$ cat src/rtl/lcd_counter_roi.sv
// lcd_counter_roi
// Video timing counters with per-window region-of-interest overlay.
// HS/VS rising edges drive a pixel counter (H_CNT) and a line counter
// (V_CNT). The HS period and the frame height are measured every frame,
// and a small state machine raises LOCK once two consecutive frames agree.
// NW overlay windows are described by centre and size. Their settings are
// sampled into shadow registers on each VS rising edge, so a frame always
// uses one consistent set of boxes. Each window yields an "inside" flag
// (ACTIV_C) and a border flag (LINE).
module lcd_counter_roi #(
    parameter int CW     = 12,
    parameter int NW     = 2,
    parameter int BORDER = 1
) (
    input  logic             CLK,
    input  logic             RESET,
    input  logic             VS,
    input  logic             HS,
    input  logic [NW*CW-1:0] CFG_CEN_H,
    input  logic [NW*CW-1:0] CFG_CEN_V,
    input  logic [NW*CW-1:0] CFG_SIZE_H,
    input  logic [NW*CW-1:0] CFG_SIZE_V,
    input  logic [NW-1:0]    CFG_EN,
    output logic [CW-1:0]    H_CNT,
    output logic [CW-1:0]    V_CNT,
    output logic [NW-1:0]    LINE,
    output logic [NW-1:0]    ACTIV_C,
    output logic             ACTIV_V,
    output logic [CW-1:0]    H_LEN,
    output logic [CW-1:0]    V_LEN,
    output logic             LOCK
);

    // Saturation value of every counter. The same value, widened by one
    // bit, is used when window bounds are worked out without overflow.
    localparam logic [CW-1:0] CNT_MAX = '1;
    localparam logic [CW:0]   MAX_W   = {1'b0, CNT_MAX};
    localparam logic [CW:0]   BRD_W   = (CW+1)'(BORDER);

    typedef enum logic [1:0] {
        IDLE   = 2'd0,
        MEAS   = 2'd1,
        LOCKED = 2'd2
    } state_t;

    logic hs_reg;
    logic vs_reg;
    logic hs_rise;
    logic vs_rise;
    logic h_at_max;
    logic v_at_max;

    logic [NW*CW-1:0] sh_cen_h;
    logic [NW*CW-1:0] sh_cen_v;
    logic [NW*CW-1:0] sh_size_h;
    logic [NW*CW-1:0] sh_size_v;
    logic [NW-1:0]    sh_en;

    logic [NW-1:0] activ_c_next;
    logic [NW-1:0] line_next;

    state_t        state;
    logic [CW-1:0] h_ref;
    logic [CW-1:0] v_ref;

    // The sync registers reset high. A level that is already high when
    // reset is released therefore does not count as an edge.
    assign hs_rise  = ~hs_reg & HS;
    assign vs_rise  = ~vs_reg & VS;
    assign h_at_max = (H_CNT == CNT_MAX);
    assign v_at_max = (V_CNT == CNT_MAX);

    // Delayed copies of HS/VS for edge detection
    always_ff @(posedge CLK or posedge RESET) begin
        if (RESET) begin
            hs_reg <= 1'b1;
            vs_reg <= 1'b1;
        end else begin
            hs_reg <= HS;
            vs_reg <= VS;
        end
    end

    // Pixel counter: cleared by each HS edge, otherwise counts and saturates
    always_ff @(posedge CLK or posedge RESET) begin
        if (RESET) begin
            H_CNT <= '0;
        end else if (hs_rise) begin
            H_CNT <= '0;
        end else if (!h_at_max) begin
            H_CNT <= H_CNT + 1'b1;
        end
    end

    // Line counter: a VS edge clears it, even when an HS edge arrives in
    // the same cycle. Otherwise each HS edge advances it.
    always_ff @(posedge CLK or posedge RESET) begin
        if (RESET) begin
            V_CNT <= '0;
        end else if (vs_rise) begin
            V_CNT <= '0;
        end else if (hs_rise && !v_at_max) begin
            V_CNT <= V_CNT + 1'b1;
        end
    end

    // Period measurements. H_LEN holds the clocks per HS period.
    // V_LEN holds the HS edges seen in the frame that just closed.
    always_ff @(posedge CLK or posedge RESET) begin
        if (RESET) begin
            H_LEN <= '0;
            V_LEN <= '0;
        end else begin
            if (hs_rise) begin
                H_LEN <= h_at_max ? CNT_MAX : H_CNT + 1'b1;
            end
            if (vs_rise) begin
                V_LEN <= V_CNT;
            end
        end
    end

    // Window settings are frozen at the start of each frame
    always_ff @(posedge CLK or posedge RESET) begin
        if (RESET) begin
            sh_cen_h  <= '0;
            sh_cen_v  <= '0;
            sh_size_h <= '0;
            sh_size_v <= '0;
            sh_en     <= '0;
        end else if (vs_rise) begin
            sh_cen_h  <= CFG_CEN_H;
            sh_cen_v  <= CFG_CEN_V;
            sh_size_h <= CFG_SIZE_H;
            sh_size_v <= CFG_SIZE_V;
            sh_en     <= CFG_EN;
        end
    end

    // Per-window bound computation and flag decode. All comparisons use
    // CW+1 bits. This keeps lo+BORDER and H_CNT+BORDER from wrapping, and
    // hi-BORDER never has to be formed.
    genvar gi;
    generate
        for (gi = 0; gi < NW; gi++) begin : g_win
            logic [CW-1:0] cen_h;
            logic [CW-1:0] cen_v;
            logic [CW-1:0] size_h;
            logic [CW-1:0] size_v;
            logic [CW:0]   half_h;
            logic [CW:0]   half_v;
            logic [CW:0]   sum_h;
            logic [CW:0]   sum_v;
            logic [CW:0]   hlo;
            logic [CW:0]   hhi;
            logic [CW:0]   vlo;
            logic [CW:0]   vhi;
            logic [CW:0]   h_w;
            logic [CW:0]   v_w;
            logic          valid;
            logic          in_fill;
            logic          in_outer;
            logic          on_edge;

            assign cen_h  = sh_cen_h[gi*CW +: CW];
            assign cen_v  = sh_cen_v[gi*CW +: CW];
            assign size_h = sh_size_h[gi*CW +: CW];
            assign size_v = sh_size_v[gi*CW +: CW];

            assign half_h = {2'b00, size_h[CW-1:1]};
            assign half_v = {2'b00, size_v[CW-1:1]};
            assign sum_h  = {1'b0, cen_h} + half_h;
            assign sum_v  = {1'b0, cen_v} + half_v;

            // The lower bound clamps to zero. The upper bound clamps to the
            // counter maximum.
            assign hlo = ({1'b0, cen_h} < half_h) ? '0 : {1'b0, cen_h} - half_h;
            assign vlo = ({1'b0, cen_v} < half_v) ? '0 : {1'b0, cen_v} - half_v;
            assign hhi = (sum_h > MAX_W) ? MAX_W : sum_h;
            assign vhi = (sum_v > MAX_W) ? MAX_W : sum_v;

            assign h_w = {1'b0, H_CNT};
            assign v_w = {1'b0, V_CNT};

            // A window with zero width or zero height draws nothing
            assign valid = sh_en[gi] && (size_h != '0) && (size_v != '0);

            // Fill area is half-open [lo, hi). The outline uses the closed
            // box [lo, hi], so the border includes the hi column and row.
            assign in_fill  = (h_w >= hlo) && (h_w < hhi) &&
                              (v_w >= vlo) && (v_w < vhi);
            assign in_outer = (h_w >= hlo) && (h_w <= hhi) &&
                              (v_w >= vlo) && (v_w <= vhi);
            assign on_edge  = (h_w < hlo + BRD_W) || (h_w + BRD_W > hhi) ||
                              (v_w < vlo + BRD_W) || (v_w + BRD_W > vhi);

            assign activ_c_next[gi] = valid && in_fill;
            assign line_next[gi]    = valid && in_outer && on_edge;
        end
    endgenerate

    // Overlay outputs, one clock behind the counters they decode
    always_ff @(posedge CLK or posedge RESET) begin
        if (RESET) begin
            ACTIV_C <= '0;
            LINE    <= '0;
            ACTIV_V <= 1'b0;
        end else begin
            ACTIV_C <= activ_c_next;
            LINE    <= line_next;
            ACTIV_V <= HS & VS;
        end
    end

    // Lock tracker. Each frame's H_LEN and line count are compared with
    // the previous frame's. A saturated counter means sync was lost, and
    // that overrides everything else.
    always_ff @(posedge CLK or posedge RESET) begin
        if (RESET) begin
            state <= IDLE;
            h_ref <= '0;
            v_ref <= '0;
            LOCK  <= 1'b0;
        end else if (h_at_max || v_at_max) begin
            state <= IDLE;
            LOCK  <= 1'b0;
        end else if (vs_rise) begin
            case (state)
                IDLE: begin
                    h_ref <= H_LEN;
                    v_ref <= V_CNT;
                    state <= MEAS;
                    LOCK  <= 1'b0;
                end
                MEAS, LOCKED: begin
                    if ((V_CNT == v_ref) && (H_LEN == h_ref)) begin
                        state <= LOCKED;
                        LOCK  <= 1'b1;
                    end else begin
                        h_ref <= H_LEN;
                        v_ref <= V_CNT;
                        state <= MEAS;
                        LOCK  <= 1'b0;
                    end
                end
                default: begin
                    state <= IDLE;
                    LOCK  <= 1'b0;
                end
            endcase
        end
    end

endmodule

$ cat config.mk
export PLATFORM = sky130hd
export DESIGN_NAME = lcd_counter_roi
export DESIGN_NICKNAME = d
export VERILOG_FILES = /design/src/rtl/lcd_counter_roi.sv
export SDC_FILE = /design/constraint.sdc
export NUM_CORES = 1
export LEC_CHECK = 0
export ABC_CLOCK_PERIOD_IN_PS = 6030
export BUFFER_PORTS_ARGS = -buffer_cell sky130_fd_sc_hd__buf_4
export CAP_MARGIN = 20
export CELL_PAD_IN_SITES_DETAIL_PLACEMENT = 0
export CELL_PAD_IN_SITES_GLOBAL_PLACEMENT = 1
export CORE_MARGIN = 5
export CORE_UTILIZATION = 42
export CTS_CLUSTER_SIZE = 10
export DETAILED_ROUTE_END_ITERATION = 10
export PLACE_DENSITY_LB_ADDON = 0.1
export SLEW_MARGIN = 20
export SYNTH_ARGS = -nofsm -noshare
export SYNTH_HDL_FRONTEND = slang
export SYNTH_SLANG_ARGS = --single-unit
$ cat constraint.sdc
create_clock -name CLK -period 6.03 [get_ports CLK]
set_clock_uncertainty 0.2 [all_clocks]
set_input_delay 0.9045 -clock CLK [delete_from_list [all_inputs] [get_ports CLK]]
set_output_delay 0.9045 -clock CLK [all_outputs]
set_load 0.05 [all_outputs]
# After elaboration in Yosys (flattened, before gate mapping)
# Index checks and enable logic that the tools add are counted.
[word_totals] regBits=180 latch_bits=0 mem_bits_rw=0 rom_bits=0 in_bits=102 output_inout_bits=54 elab_cells=143 n_memories=0
[op_classes] add_sub_neg=16 n_mul=0 div=0 order_cmp=28 n_eq_ne=8 n_shift=0 muxes=25 bitwise=6 n_reduce_logical=42
[op_table] cell="less-than comparator 12 x 13 -> 1 bit" count=8
[op_table] cell="2-to-1 mux 13 bit" count=8
[op_table] cell="2-to-1 mux 12 bit" count=7
[op_table] cell="adder 12 x 11 -> 13 bit" count=4
[op_table] cell="adder 13 x 1 -> 13 bit, second input constant" count=4
[op_table] cell="greater-or-equal comparator 12 x 13 -> 1 bit" count=4
[op_table] cell="greater-than comparator 13 x 12 -> 1 bit, second input constant" count=4
[op_table] cell="greater-than comparator 13 bit" count=4
[op_table] cell="less-or-equal comparator 12 x 13 -> 1 bit" count=4
[op_table] cell="subtractor 12 x 11 -> 13 bit" count=4
[op_table] cell="less-than comparator 12 x 11 -> 1 bit" count=4
[op_table] cell="case mux 12 bit (2 select lines)" count=2
[op_table] cell="nonzero test 12 bit" count=4
[op_table] cell="adder 12 x 1 -> 13 bit, second input constant" count=2
[op_table] cell="adder 12 x 1 -> 12 bit, second input constant" count=2
[op_table] cell="equality test 12 bit" count=2
[op_table] cell="equality test 12 bit, second input constant" count=2
[op_table] cell="logical AND 1 bit" count=24
[op_table] cell="logical OR 1 bit" count=7
[op_table] cell="2-to-1 mux 2 bit" count=3
[op_table] cell="nonzero test 2 bit" count=3
[op_table] cell="2-to-1 mux 1 bit" count=4
[op_table] cell="!= test 2 bit, second input constant" count=2
[op_table] cell="case mux 2 bit (2 select lines)" count=1
[op_table] cell="other kinds (8)" count=12

# Depth between registers and ports, before layout
[logic_depth] depth_word=9 depth_mapped=23 ltp_nobuf=22

# Worst setup path after synthesis
# Ideal clock, no wire load.
[synth_path] path_kind="reg-to-reg" start="register sh_size_v[21]" end="register LINE[1]" arrival_ps=4337 t_required_ps=5700 setup_slack_ps=1363 stages_incl_launch_ff=23 path_buffers=1 synth_period_minus_slack_ps=4667 path_cell_list="dfrtp_1 inv_1 ha_1 clkbuf_1 inv_1 o41ai_1 a211o_1 a31o_2 nand2b_1 inv_1 ha_1 nand3_1 or3_4 nor4b_4 nand3_1 xnor2_1 ha_1 o21a_1 o22ai_1 a211o_1 or4_1 a211oi_1 nor4_2"
[synth_via] elab_chain_cells=7
[synth_rtl] item="start: declaration" line_no="56" source="logic [NW*CW-1:0] sh_size_v;"
[synth_rtl] item="start signal: assignment" line_no="129" source="sh_size_v <= '0;"
[synth_rtl] item="start signal: assignment" line_no="135" source="sh_size_v <= CFG_SIZE_V;"
[synth_rtl] item="subtractor 12 x 11 -> 13 bit (tied with other cells)" line_no="178" source="assign vlo = ({1'b0, cen_v} < half_v) ? '0 : {1'b0, cen_v} - half_v;"
[synth_rtl] item="2-to-1 mux 13 bit or greater-than comparator 13 x 12 -> 1 bit (tied branches)" line_no="178, 180"
[synth_rtl] item="adder 13 x 1 -> 13 bit (tied with other cells)" line_no="195" source="(v_w < vlo + BRD_W) || (v_w + BRD_W > vhi);"
[synth_rtl] item="less-than comparator 12 x 13 -> 1 bit (tied with other cells)" line_no="195"
[synth_rtl] item="logical OR 1 bit or logical AND 1 bit (tied branches)" line_no="194, 193"
[synth_rtl] item="logical OR 1 bit or logical AND 1 bit (tied branches)" line_no="195, 198"
[synth_rtl] item="logical AND 1 bit *" line_no="198" source="assign line_next[gi] = valid && in_outer && on_edge;"
[synth_rtl] item="net line_next[1]" line_no="60" source="logic [NW-1:0] line_next;"
[synth_rtl] item="end signal: assignment" line_no="210" source="LINE <= line_next;"
[synth_rtl] item="end: declaration" line_no="26" source="output logic [NW-1:0] LINE,"
# Mark *: on every way through the listed nets, which the timed path passes. The rest lies on a longest branch.
# A chain may end at the register's enable or synchronous reset.

# Final worst setup path
[layout_path] start="register sh_size_v[14]" end="register LINE[1]"
# The elaborated chain is that of the path after synthesis.

==> flow_metrics.py <==
metrics = {
    "worst_setup_path": {
        "worstReg2RegStart": "sh_size_v[14]$_DFFE_PP0P_",
        "path_cells": "inv_1, ha_1, nor2b_1, o311a_1, o21ai_0, a21oi_1, a31o_2, nand2b_1, inv_1, ha_1, nand3_1, or3_4, nor4b_4, nand3_1, xnor2_1, ha_1, o21a_1, o22ai_1, a211o_1, or4_1, a211oi_1, nor4_2",
        "start_kind": "register",
        "crit_slowest_cell": "or4_1",
        "slowest_delay_ps": 470,
        "cp_max_fo": 16,
        "reg2reg_depth": 22,
        "arrival_ps": 5430,
        "cp-end-kind": "register",
        "crit_type": "register to register",
        "crit_start": "sh_size_v[14]$_DFFE_PP0P_",
        "timing.rr.end": "LINE[1]$_DFF_PP0_",
        "rrSetupSlack_ps": 770,
        "crit_top_cell": "ha_1",
        "cp.required_ps": 6200,
    },
    "clock_network": {
        "clock_latency_ps": 490,
        "path_clk_slew_ps": 70,
        "cts_resized": 0,
        "cts_buffers": 17,
        "clockRootBuffer": "clkbuf_16",
        "hold_buffers": 0,
        "cts_setup_buffers": 0,
        "cts.sinks": 180,
        "cts-htree-levels": 4,
        "clk_path_buf_depth": 2,
        "cts_tree": "done",
    },
    "global_route": {
        "grt_pass1_vias": 14700,
        "grtUsageTotal_pct": 22.3,
        "grt_pass1_wl_um": 80000,
        "grt_overflow": 0,
        "grt_start_max_net_pins": 129,
        "antenna_found_initial": 2,
    },
    "layout": {
        "multi_input_area_um2": 12000,
        "diodes": 0,
        "syn2layout_area_growth_pct": 13.0,
        "layout.nets": 2578,
        "seqCellArea_um2": 4510,
        "final_common_cell": "nand2_1",
        "drive_gt1_share_pct": 11.0,
        "fill_cells": 4120,
        "fin_cells": 2725,
        "mostFrequentLayoutCells": "nand2_1 (343), ha_1 (288), dfrtp_1 (178)",
    },
    "yosys": {
        "synth_edf_count": 0,
        "synth_cell_types": 91,
        "avgSynthCellArea_um2": 8.33,
        "yosysWarnings": 0,
        "yosys_register_bits": 180,
        "yosysSeqAreaShare_pct": 26.1,
        "ys.flop_type": "dfrtp_1",
        "synth_cells": 2075,
        "synthArstFlopShare_pct": 100,
        "synthesis.area_um2": 17300,
    },
    "route": {
        "drtAntennaViolNets": 0,
        "drtIter0Drc": 901,
        "vias": 14800,
        "viasPerCell": 5.42,
        "dr_wl_met2_um": 23200,
        "route.top_layer_used": "met5",
        "route.met3.wl_um": 1870,
        "drt_wl_total_um": 49800,
        "drc": 0,
        "post_drt_wl_per_cell_um": 18.3,
        "drt_pass1_iterations": 5,
        "wl_met1_um": 23900,
    },
    "power": {
        "power_density_nw_per_um2": 308,
        "ir_drop_v": 0.000199,
        "p_leak_nw": 9.78,
    },
    "placement": {
        "gp_congestion": 0.846,
        "dp_hpwl_um": 39300,
        "portBuffers": 155,
        "place_inst": 2693,
    },
    "sta": {
        "worst_pin_slew_ps": 906,
        "fin_tns_setup_ps": 0,
        "rsz0062_at_grt": "no",
        "holdWs_ps": 280,
        "hold_violations": 0,
        "relSlewSlack_pct": 39.5,
        "fmax_mhz": 190,
        "setup_viol": 0,
        "period_share_pct": 87.2,
        "finalCriticalPeriod_ps": 5260,
        "maxSlewViolCount": 0,
    },
    "outcome": {
        "outcome": "finished clean",
    },
    "floorplanning": {
        "coreArea_um2": 40700,
        "ios": 156,
        "die_y_um": 213,
        "num_rows": 74,
        "start_util_pct": 42.4,
        "die_w_um": 213,
        "die-area_um2": 45300,
    },
    "worst_hold_path": {
        "holdPathStages": 2,
        "min_path_type": "register to register",
        "min_to": "V_LEN[1]$_DFFE_PP0P_",
        "hold_path_startpoint": "V_LEN[1]$_DFFE_PP0P_",
    },
    "run": {
        "max_cap_violations": 0,
    },
}
power by group:
part / internal (mW) / switching (mW) / leakage (nW) / total (mW)
Clock: 0.708 / 0.540 / 0.307 / 1.25
Sequential: 1.34 / 0.191 / 2.31 / 1.53
Combinational: 1.32 / 1.92 / 7.16 / 3.24
Yosys cell counts, types with 6 or more instances:
master     count  area (um2)
a31oi_1       10        62.6
and4_1         9        78.8
nand2_1      343        1290
nand4_1       22         138
a21oi_1      101         505
a21o_1        26         195
or3_1          8        50.1
clkbuf_1      62         233
xnor2_1       85         744
nor4_1        31         194
xor2_1        65         569
buf_2         19        95.1
and3_1        13        81.3
o21ai_0      115         576
nor2_1       154         578
o22ai_1        8        50.1
o211ai_1      13        97.6
a2111oi_0      6        52.6
o31a_1         6        52.6
o21bai_1      14         105
nand3_1       33         165
mux2_1        22         248
and2_1         6        37.5
o21a_1        30         225
nand2b_1      43         269
fa_1           8         160
ha_1         288        3600
or2_2         11        68.8
nor3b_1        7        52.6
nor2b_1       42         263
o31ai_1       10        75.1
dfrtp_1      178        4450
inv_1        106         398
o21ai_1       11        55.1
a211o_1        6        52.6
nand3b_1       6        45.0
nor3_1        41         205
a211oi_1      13        97.6
worst max-delay path by stage:
stage,cells past startpoint,end
3_5_place_dp,22,LINE[1]$_DFF_PP0_
5_1_grt,22,LINE[1]$_DFF_PP0_
6_report,22,LINE[1]$_DFF_PP0_
4_1_cts,22,LINE[1]$_DFF_PP0_
3_3_place_gp,22,LINE[1]$_DFF_PP0_
2_1_floorplan,1,ACTIV_C[0]$_DFF_PP0_
logic make-up (layout without fill, tap and decap cells):
logic type	Yosys count	count (layout)	share of synthesized area, %
adders and majority gates	298	298	21.9
other	1	4	0.0217
buffers and inverters	192	307	4.40
and+or+nand+nor	793	793	21.7
AOI/OAI and AO/OA	430	430	16.3
xor gates and xnor gates	151	151	7.70
muxes	30	30	1.92
DFF	180	180	26.1
critical path: cells and delay by family (launching register included):
family                   cells  cell delay [ps]
flip-flops                   1              460
AND/OR/NAND/NOR              8             1800
adder cells (fa/ha/maj)      3              750
buffers and inverters        2              170
XOR/XNOR                     1              160
AO/OA/AOI/OAI                8             1580
metrics by stage:
step / util, % / setup slack [ps] / cell area [um2] / power [mW]
after floorplan: - / 41.8 / 17300 / 3.93
after global placement: 46.4 / 951 / 18900 / 4.73
after detailed placement: 46.4 / 791 / 18900 / 4.79
after CTS: 47.9 / 770 / 19500 / 6.09
after global routing: 47.9 / 276 / 19500 / 6.57
final: 47.9 / 774 / 19500 / 6.02
area by class of cell:
class,instances,area share (%)
sequential,180,23.1
multi-input combinational,1706,61.6
timing repair buffer,167,6.48
clock buffer,18,2.25
inverter,108,2.11
tap,532,3.41
clock inverter,14,1.03
routing by layer:
layer	vias to the layer above	track usage (%)
met5	-	0
met4	4	6.00
met3	53	3.57
met2	208	36.4
met1	7043	30.9
li1	7465	-
Note: power is estimated with default switching activity, not from simulation.
